<file path="src/rtl/mnist_pkg.sv">
// Shared definitions for the MNIST frame sequencer: FSM state encoding and
// default frame/class geometry.
package mnist_pkg;

    typedef enum logic [2:0] {
        ST_IDLE,
        ST_STREAM,
        ST_WAIT,
        ST_ARGMAX,
        ST_DONE
    } state_e;

    localparam int DEFAULT_N       = 8;
    localparam int IMG_PIXELS      = 784;
    localparam int NUM_CLASS       = 10;
    localparam int CLS_W           = $clog2(NUM_CLASS);
    localparam int DEFAULT_TIMEOUT = 4096;

endpackage

</file>
<file path="src/rtl/mnist_argmax_seq.sv">
// Sequential signed argmax: captures a score vector, then performs one
// compare per enabled cycle; ties resolve to the lowest index.
module mnist_argmax_seq #(
    parameter int N         = mnist_pkg::DEFAULT_N,
    parameter int NUM_CLASS = mnist_pkg::NUM_CLASS,
    parameter int CLS_W     = mnist_pkg::CLS_W
) (
    input  logic                   clk,
    input  logic                   load,
    input  logic [NUM_CLASS*N-1:0] scores,
    input  logic                   start,
    output logic                   done,
    output logic [CLS_W-1:0]       idx,
    output logic signed [N-1:0]    max_val
);
    import mnist_pkg::*;

    localparam logic [CLS_W-1:0] LAST_IDX = CLS_W'(NUM_CLASS - 1);

    logic signed [N-1:0] score_q [NUM_CLASS];
    logic signed [N-1:0] score_d [NUM_CLASS];
    logic signed [N-1:0] max_q, max_d, cand;
    logic [CLS_W-1:0]    idx_q, idx_d, iter_q, iter_d;
    logic                take;

    // idx/max_val already include this cycle's compare so the last step is
    // visible to the caller in the same cycle that done is raised.
    always_comb begin
        cand    = score_q[iter_q];
        take    = start && (cand > max_q);
        done    = start && (iter_q == LAST_IDX);
        idx     = take ? iter_q : idx_q;
        max_val = take ? cand : max_q;

        score_d = score_q;
        max_d   = max_q;
        idx_d   = idx_q;
        iter_d  = iter_q;
        if (load) begin
            for (int k = 0; k < NUM_CLASS; k++) begin
                score_d[k] = scores[k*N +: N];
            end
            max_d  = scores[N-1:0];
            idx_d  = '0;
            iter_d = CLS_W'(1);
        end else if (start) begin
            max_d  = max_val;
            idx_d  = idx;
            iter_d = iter_q + 1'b1;
        end
    end

    always_ff @(posedge clk) begin
        score_q <= score_d;
        max_q   <= max_d;
        idx_q   <= idx_d;
        iter_q  <= iter_d;
    end

endmodule

</file>
<file path="src/rtl/mnist_frame_ctrl.sv">
// Per-image sequencer: streams one frame into the conv pipeline, waits for
// the class scores, runs the argmax and reports class/score or a timeout.
module mnist_frame_ctrl #(
    parameter int N          = mnist_pkg::DEFAULT_N,
    parameter int IMG_PIXELS = mnist_pkg::IMG_PIXELS,
    parameter int NUM_CLASS  = mnist_pkg::NUM_CLASS,
    parameter int CLS_W      = mnist_pkg::CLS_W,
    parameter int TIMEOUT    = mnist_pkg::DEFAULT_TIMEOUT
) (
    input  logic                   clk,
    input  logic                   rst,
    input  logic                   weight_load_done,
    input  logic                   start,
    output logic                   busy,
    input  logic                   pix_vld,
    output logic                   pix_rdy,
    input  logic [N-1:0]           pix_din,
    output logic                   net_ce,
    output logic                   net_input_vld,
    output logic [N-1:0]           net_input_din,
    input  logic [NUM_CLASS*N-1:0] net_dout,
    input  logic                   net_dout_vld,
    input  logic                   net_dout_end,
    output logic                   result_vld,
    output logic [CLS_W-1:0]       result_class,
    output logic signed [N-1:0]    result_score,
    output logic                   timeout_err
);
    import mnist_pkg::*;

    localparam int PIX_W = $clog2(IMG_PIXELS);
    localparam int TO_W  = $clog2(TIMEOUT);
    localparam logic [PIX_W-1:0] LAST_PIX = PIX_W'(IMG_PIXELS - 1);
    localparam logic [TO_W-1:0]  LAST_TO  = TO_W'(TIMEOUT - 1);

    state_e              state_q, state_d;
    logic [PIX_W-1:0]    pix_cnt_q, pix_cnt_d;
    logic [TO_W-1:0]     to_cnt_q, to_cnt_d;
    logic [CLS_W-1:0]    result_class_q, result_class_d;
    logic signed [N-1:0] result_score_q, result_score_d;
    logic                result_vld_q, result_vld_d;
    logic                timeout_err_q, timeout_err_d;

    logic                am_load, am_start, am_done;
    logic [CLS_W-1:0]    am_idx;
    logic signed [N-1:0] am_max;

    mnist_argmax_seq #(
        .N         (N),
        .NUM_CLASS (NUM_CLASS),
        .CLS_W     (CLS_W)
    ) u_argmax (
        .clk     (clk),
        .load    (am_load),
        .scores  (net_dout),
        .start   (am_start),
        .done    (am_done),
        .idx     (am_idx),
        .max_val (am_max)
    );

    always_ff @(posedge clk) begin
        if (rst) begin
            state_q        <= ST_IDLE;
            pix_cnt_q      <= '0;
            to_cnt_q       <= '0;
            result_class_q <= '0;
            result_score_q <= '0;
            result_vld_q   <= 1'b0;
            timeout_err_q  <= 1'b0;
        end else begin
            state_q        <= state_d;
            pix_cnt_q      <= pix_cnt_d;
            to_cnt_q       <= to_cnt_d;
            result_class_q <= result_class_d;
            result_score_q <= result_score_d;
            result_vld_q   <= result_vld_d;
            timeout_err_q  <= timeout_err_d;
        end
    end

    always_comb begin
        state_d        = state_q;
        pix_cnt_d      = pix_cnt_q;
        to_cnt_d       = to_cnt_q;
        result_class_d = result_class_q;
        result_score_d = result_score_q;
        timeout_err_d  = 1'b0;
        am_load        = 1'b0;
        am_start       = 1'b0;
        case (state_q)
            ST_IDLE: begin
                pix_cnt_d = '0;
                if (start && weight_load_done) state_d = ST_STREAM;
            end
            ST_STREAM: begin
                if (pix_vld) begin
                    pix_cnt_d = pix_cnt_q + 1'b1;
                    if (pix_cnt_q == LAST_PIX) begin
                        state_d  = ST_WAIT;
                        to_cnt_d = '0;
                    end
                end
            end
            ST_WAIT: begin
                to_cnt_d = to_cnt_q + 1'b1;
                if (net_dout_vld) begin
                    am_load = 1'b1;
                    state_d = ST_ARGMAX;
                end else if (to_cnt_q == LAST_TO) begin
                    timeout_err_d = 1'b1;
                    state_d       = ST_IDLE;
                end
            end
            ST_ARGMAX: begin
                am_start = 1'b1;
                if (am_done) begin
                    result_class_d = am_idx;
                    result_score_d = am_max;
                    state_d        = ST_DONE;
                end
            end
            ST_DONE:  state_d = ST_IDLE;
            default:  state_d = ST_IDLE;
        endcase
        result_vld_d = (state_d == ST_DONE);
    end

    // Pipeline runs only while pixels are flowing or scores are pending.
    always_comb begin
        busy          = (state_q != ST_IDLE);
        pix_rdy       = (state_q == ST_STREAM);
        net_ce        = (state_q == ST_STREAM) || (state_q == ST_WAIT);
        net_input_vld = (state_q == ST_STREAM) && pix_vld;
        net_input_din = pix_din;
    end

    assign result_vld   = result_vld_q;
    assign result_class = result_class_q;
    assign result_score = result_score_q;
    assign timeout_err  = timeout_err_q;

    a_end_with_vld: assert property (@(posedge clk) disable iff (rst)
        (state_q == ST_WAIT && net_dout_end) |-> net_dout_vld);

endmodule

</file>
<file path="config.mk">
export PLATFORM = sky130hd
export DESIGN_NAME = mnist_frame_ctrl
export DESIGN_NICKNAME = d
export VERILOG_FILES = /design/src/rtl/mnist_pkg.sv /design/src/rtl/mnist_argmax_seq.sv /design/src/rtl/mnist_frame_ctrl.sv
export SDC_FILE = /design/constraint.sdc
export NUM_CORES = 1
export LEC_CHECK = 0
export BUFFER_PORTS_ARGS = -buffer_cell sky130_fd_sc_hd__buf_2
export CELL_PAD_IN_SITES_DETAIL_PLACEMENT = 0
export CELL_PAD_IN_SITES_GLOBAL_PLACEMENT = 1
export CORE_MARGIN = 1.5
export CORE_UTILIZATION = 47
export DETAILED_ROUTE_END_ITERATION = 12
export PLACE_DENSITY = 0.91
export SYNTH_ARGS = -nofsm -noshare
export SYNTH_HDL_FRONTEND = slang
export SYNTH_HIERARCHICAL = 1
export SYNTH_SLANG_ARGS = --single-unit
</file>
<file path="constraint.sdc">
create_clock -name clk -period 14.6 [get_ports clk]
set_input_delay 4.38 -clock clk [delete_from_list [all_inputs] [get_ports clk]]
set_output_delay 4.38 -clock clk [all_outputs]
set_load 0.01 [all_outputs]
</file>
== Yosys cells after proc, flatten, opt, wreduce, memory -nomap -nowiden ==
Cells that the tools add are included.
Operators by class
  $add $sub $neg: 3
  order comparisons: 2
  equality and inequality tests: 9
  muxes and demuxes: 23
  bitwise logic cells: 2
  reductions and logical operators: 14
Operators by type and width (number)
  $mux W8: 5
  $bmux W8 S4: 1
  $mux W12: 2
  $pmux W12 S2: 1
  $pmux W10 S2: 1
  $mux W3: 6
  $add A12 B1 Y12 const B: 1
  $eq A12 B12 Y1 const B: 1
  $pmux W3 S4: 1
  $add A10 B1 Y10 const B: 1
  $eq A10 B10 Y1 const B: 1
  $mux W10: 1
  $gt A8 B8 Y1: 1
  $eq A3 B2 Y1 const B: 2
  $reduce_bool A2 Y1: 3
  $ge A5 B5 Y1 const B: 1
  $not A4 Y5: 1
  $add A4 B1 Y4 const B: 1
  $eq A4 B4 Y1 const B: 1
  $logic_and A1 B1 Y1: 4
  $mux W1: 4
  $mux W4: 1
  $reduce_and A2 Y1: 2
  $eq A3 B1 Y1 const B: 1
  9 further kinds: 9
Storage, ports and cells
  register bits after elaboration: 135
  bits of input ports: 95
  word-level logic and storage cells: 73

== Depth between registers and ports, before layout ==
  depth in word-level cells: 9
  gate-level depth with buffers: 15

== Cells and area by module ==
The synthesis kept the hierarchy.
Modules (own cells, without submodules)
  mnist_argmax_seq: instances 1, cells an instance 281, area an instance 4267.8 um2, sequential area each 2802.7 um2
  mnist_frame_ctrl: instances 1, cells an instance 221, area an instance 1865.5 um2, sequential area each 780.7 um2

== Worst setup path after synthesis ==
No wires, ideal clock.
  path type: input-to-output
  start point: in pix_vld
  end point: out net_input_vld
  arrival: 4557 ps
  path slack: 5663 ps
  stages: 1
  path through: and2_1
Between the ends
  longest elaborated chain between the ends: 1
RTL lines
  from (decl): RTL line mnist_frame_ctrl.sv:15  | input logic pix_vld,
  $logic_and A1 B1 Y1: RTL line mnist_frame_ctrl.sv:134  | net_input_vld = (state_q == ST_STREAM) && pix_vld;
  to (decl): RTL line mnist_frame_ctrl.sv:19  | output logic net_input_vld,
No other way between the ends.

== Worst setup path after layout ==
Same ends and word-level chain as after synthesis.

==> flow_metrics.tcl <==
set metrics [dict create \
    outcome "complete, no violations" \
    initial_core_util 0.484 \
    fin_tns_setup_ns 0 \
    clk_latency_ns 0.42 \
    place_ws_ns 5.41 \
    synthSimpleGateAreaFrac 0.127 \
    seq_area_frac_synth 0.584 \
    grt_usage 0.196 \
    core_um2 12700 \
    crit_top_cell "buf_2" \
    ys.flop_type "edfxtp_1" \
    path_cells "buf_2 -> and2_1 -> buf_2" \
    cts_buffers 17 \
    tightest_slew_ns 1.15 \
    async_reset_ff_frac 0 \
    antenna_left 0 \
    mostFrequentLayoutCells "buf_2 (103), edfxtp_1 (88), nand2_1 (58)" \
    clk_pin_slew_ns 0.06 \
    power_density_nw_per_um2 128 \
    synth-adder-area-share 0.0245 \
    r2r_slack_ns 10.22 \
    p_leak_uw 0.00277 \
    fmax_ghz 0.109 \
    clockBufferDepth 2 \
    overflow 0 \
    rows 41 \
    cp_slowest_cell "and2_1" \
    synth_compound_area_frac 0.129 \
    nets 697 \
    io_pins 121 \
    final.period_utilization 0.629 \
    vdd_drop_max_mv 0.0886 \
    holdPathStages 2 \
    endpoint_kind "output pin" \
    ff2ff_path_depth 11 \
    synthTopCellsByArea "edfxtp_1 (43%), dfxtp_1 (15%), nand2_1 (3.5%), mux2i_1 (2.8%), a21oi_1 (2.7%)" \
    synthToLayoutAreaGrowth_pct 18.6 \
    r2r-end "result_score[4]" \
    yosysTopAreaCellShare 0.431 \
    grt_pass1_vias 4211 \
    fp.dieW_um 117 \
    netlist_area_um2 6130 \
    tritoncts "done" \
    finalHoldViolCount 0 \
    drive_gt1_frac 0.287 \
    grt_pass1_wl_um 20400 \
    hold_end "result_score[0]" \
    critical_path_class "input pin to output pin" \
    hold_class "register to register" \
    route.detailed.drc 0 \
    setup_ws_ns 5.41 \
    first_iter_violations 416 \
    dieHeight_um 117 \
    crit_fanout 4 \
    synth_seq_cells 135 \
    rr_startpoint "u_argmax/iter_q[0]" \
    drtPass1Iterations 5 \
    worstPathRequired_ns 10.22 \
    finalInstanceArea_um2 7270 \
    wl_per_cell_um 16.4 \
    hold_start "result_score[0]" \
    cts_resized 0 \
    dp_hpwl_um 8910 \
    cts_htree_levels 4 \
    synthXorXnorAreaFrac 0.0143 \
    syn-num-nets 609 \
    synth_cell_types 66 \
    fin_crit_ns 9.19 \
    skew_ns 0.00751 \
    clockRootBuffer "clkbuf_16" \
    post_cts_buffers 0 \
    synth_top_area_cell "edfxtp_1" \
    power_uw 931 \
    numPortBuffers 103 \
    ctsHoldBuffers 0 \
    dieArea_um2 13700 \
    num_antenna_cells 0 \
    rsz0062_at_grt "false" \
    grt_max_degree 66 \
    setup_violations 0 \
    gp_congestion 0.861 \
    finalWirelength_um 12700 \
    critical-path-max-stage-delay_ns 0.17 \
    arrival_ns 4.81 \
    synth_edf_count 88 \
    vias 4326 \
    routed_via_density 5.59 \
    antenna_found_initial 0 \
    yosysWarnings 6 \
    avgSynthCellArea_um2 12.2 \
    clock_sinks 135 \
    layout_commonest_cell "buf_2" \
    placed_area_um2 6700 \
    report.final.slew_viol_count 0 \
    syn_inst 502 \
    max_slew_margin 0.235 \
    synth_mux_area_frac 0.0779 \
    synth_top_family_by_area "compound AO/OA/AOI/OAI gates" \
    max-cap-violations 0 \
    startpoint_type "input pin" \
]
[cells by family (layout without fill, tap and decap cells)]
| family | Yosys count | after routing |
|---|---|---|
| xor gates and xnor gates | 10 | 10 |
| adders and majority gates | 12 | 12 |
| and+or+nand+nor | 149 | 149 |
| buffers and inverters | 54 | 154 |
| AOI/OAI and AO/OA | 106 | 106 |
| muxes | 36 | 36 |
| DFF | 135 | 135 |
[worst max path at each step]
stage	start	slack, ns	cells past startpoint	end
after floorplan	pix_vld	5.66	1	net_input_vld
after global placement	pix_vld	5.42	3	net_input_vld
after detailed placement	pix_vld	5.41	3	net_input_vld
after CTS	pix_vld	5.41	3	net_input_vld
after global routing	pix_vld	5.36	3	net_input_vld
final	pix_vld	5.41	3	net_input_vld
[sequential cells by signal, indices dropped and copies added (netlist names)]
signal	cells
pix_cnt_q	10
u_argmax/iter_q	4
result_class	4
u_argmax/max_q	8
to_cnt_q	12
timeout_err	1
state_q	3
result_score	8
u_argmax/score_q	80
result_vld	1
u_argmax/idx_q	4
[per-layer routing]
layer / vias up / part of all wire / track usage / wire length, um
met5: - / 0 / 0 / 0
met4: 0 / 0.018 / 0.0851 / 231
li1: 2103 / - / - / -
met1: 2043 / 0.45 / 0.258 / 5690
met3: 19 / 0.061 / 0.0587 / 774
met2: 161 / 0.47 / 0.303 / 6020
[report_power, final]
part	switching (uW)	internal, uW
clock network	163	252
registers	4.63	410
logic	59.6	41.2
total	228	703
[area by class of cell]
| class | instances | area, um2 |
|---|---|---|
| well taps | 172 | 215 |
| repair buffers | 107 | 546 |
| fillers | 1082 | 5400 |
| flip-flops and latches | 135 | 3580 |
| multi-input cells | 313 | 2290 |
| clock inverters | 13 | 146 |
| clock buffers | 18 | 429 |
| inverters | 16 | 60.1 |
[per-stage QoR]
step	instances	hold WS (ns)	util
floorplan	502	0.438	-
global route	774	0.478	0.574
global placement	743	0.445	0.528
finish	774	0.453	0.574
CTS	774	0.456	0.574
detailed placement	743	0.449	0.528
[critical path: cells and delay by family]
family,cells,cell delay [ns]
buf+inv,2,0.26
simple gates,1,0.17
[cells in the mapped netlist (9+ instances only)]
cell      count
mux2i_1      17
a21oi_1      33
nand4_1      14
buf_4        12
ha_1         12
nand2_1      58
inv_1        15
dfxtp_1      47
mux2_2       11
nor2_1       16
clkbuf_1     16
and3_1        9
edfxtp_1     88
nand3_1      13
Power figures use the tool's default switching activity.
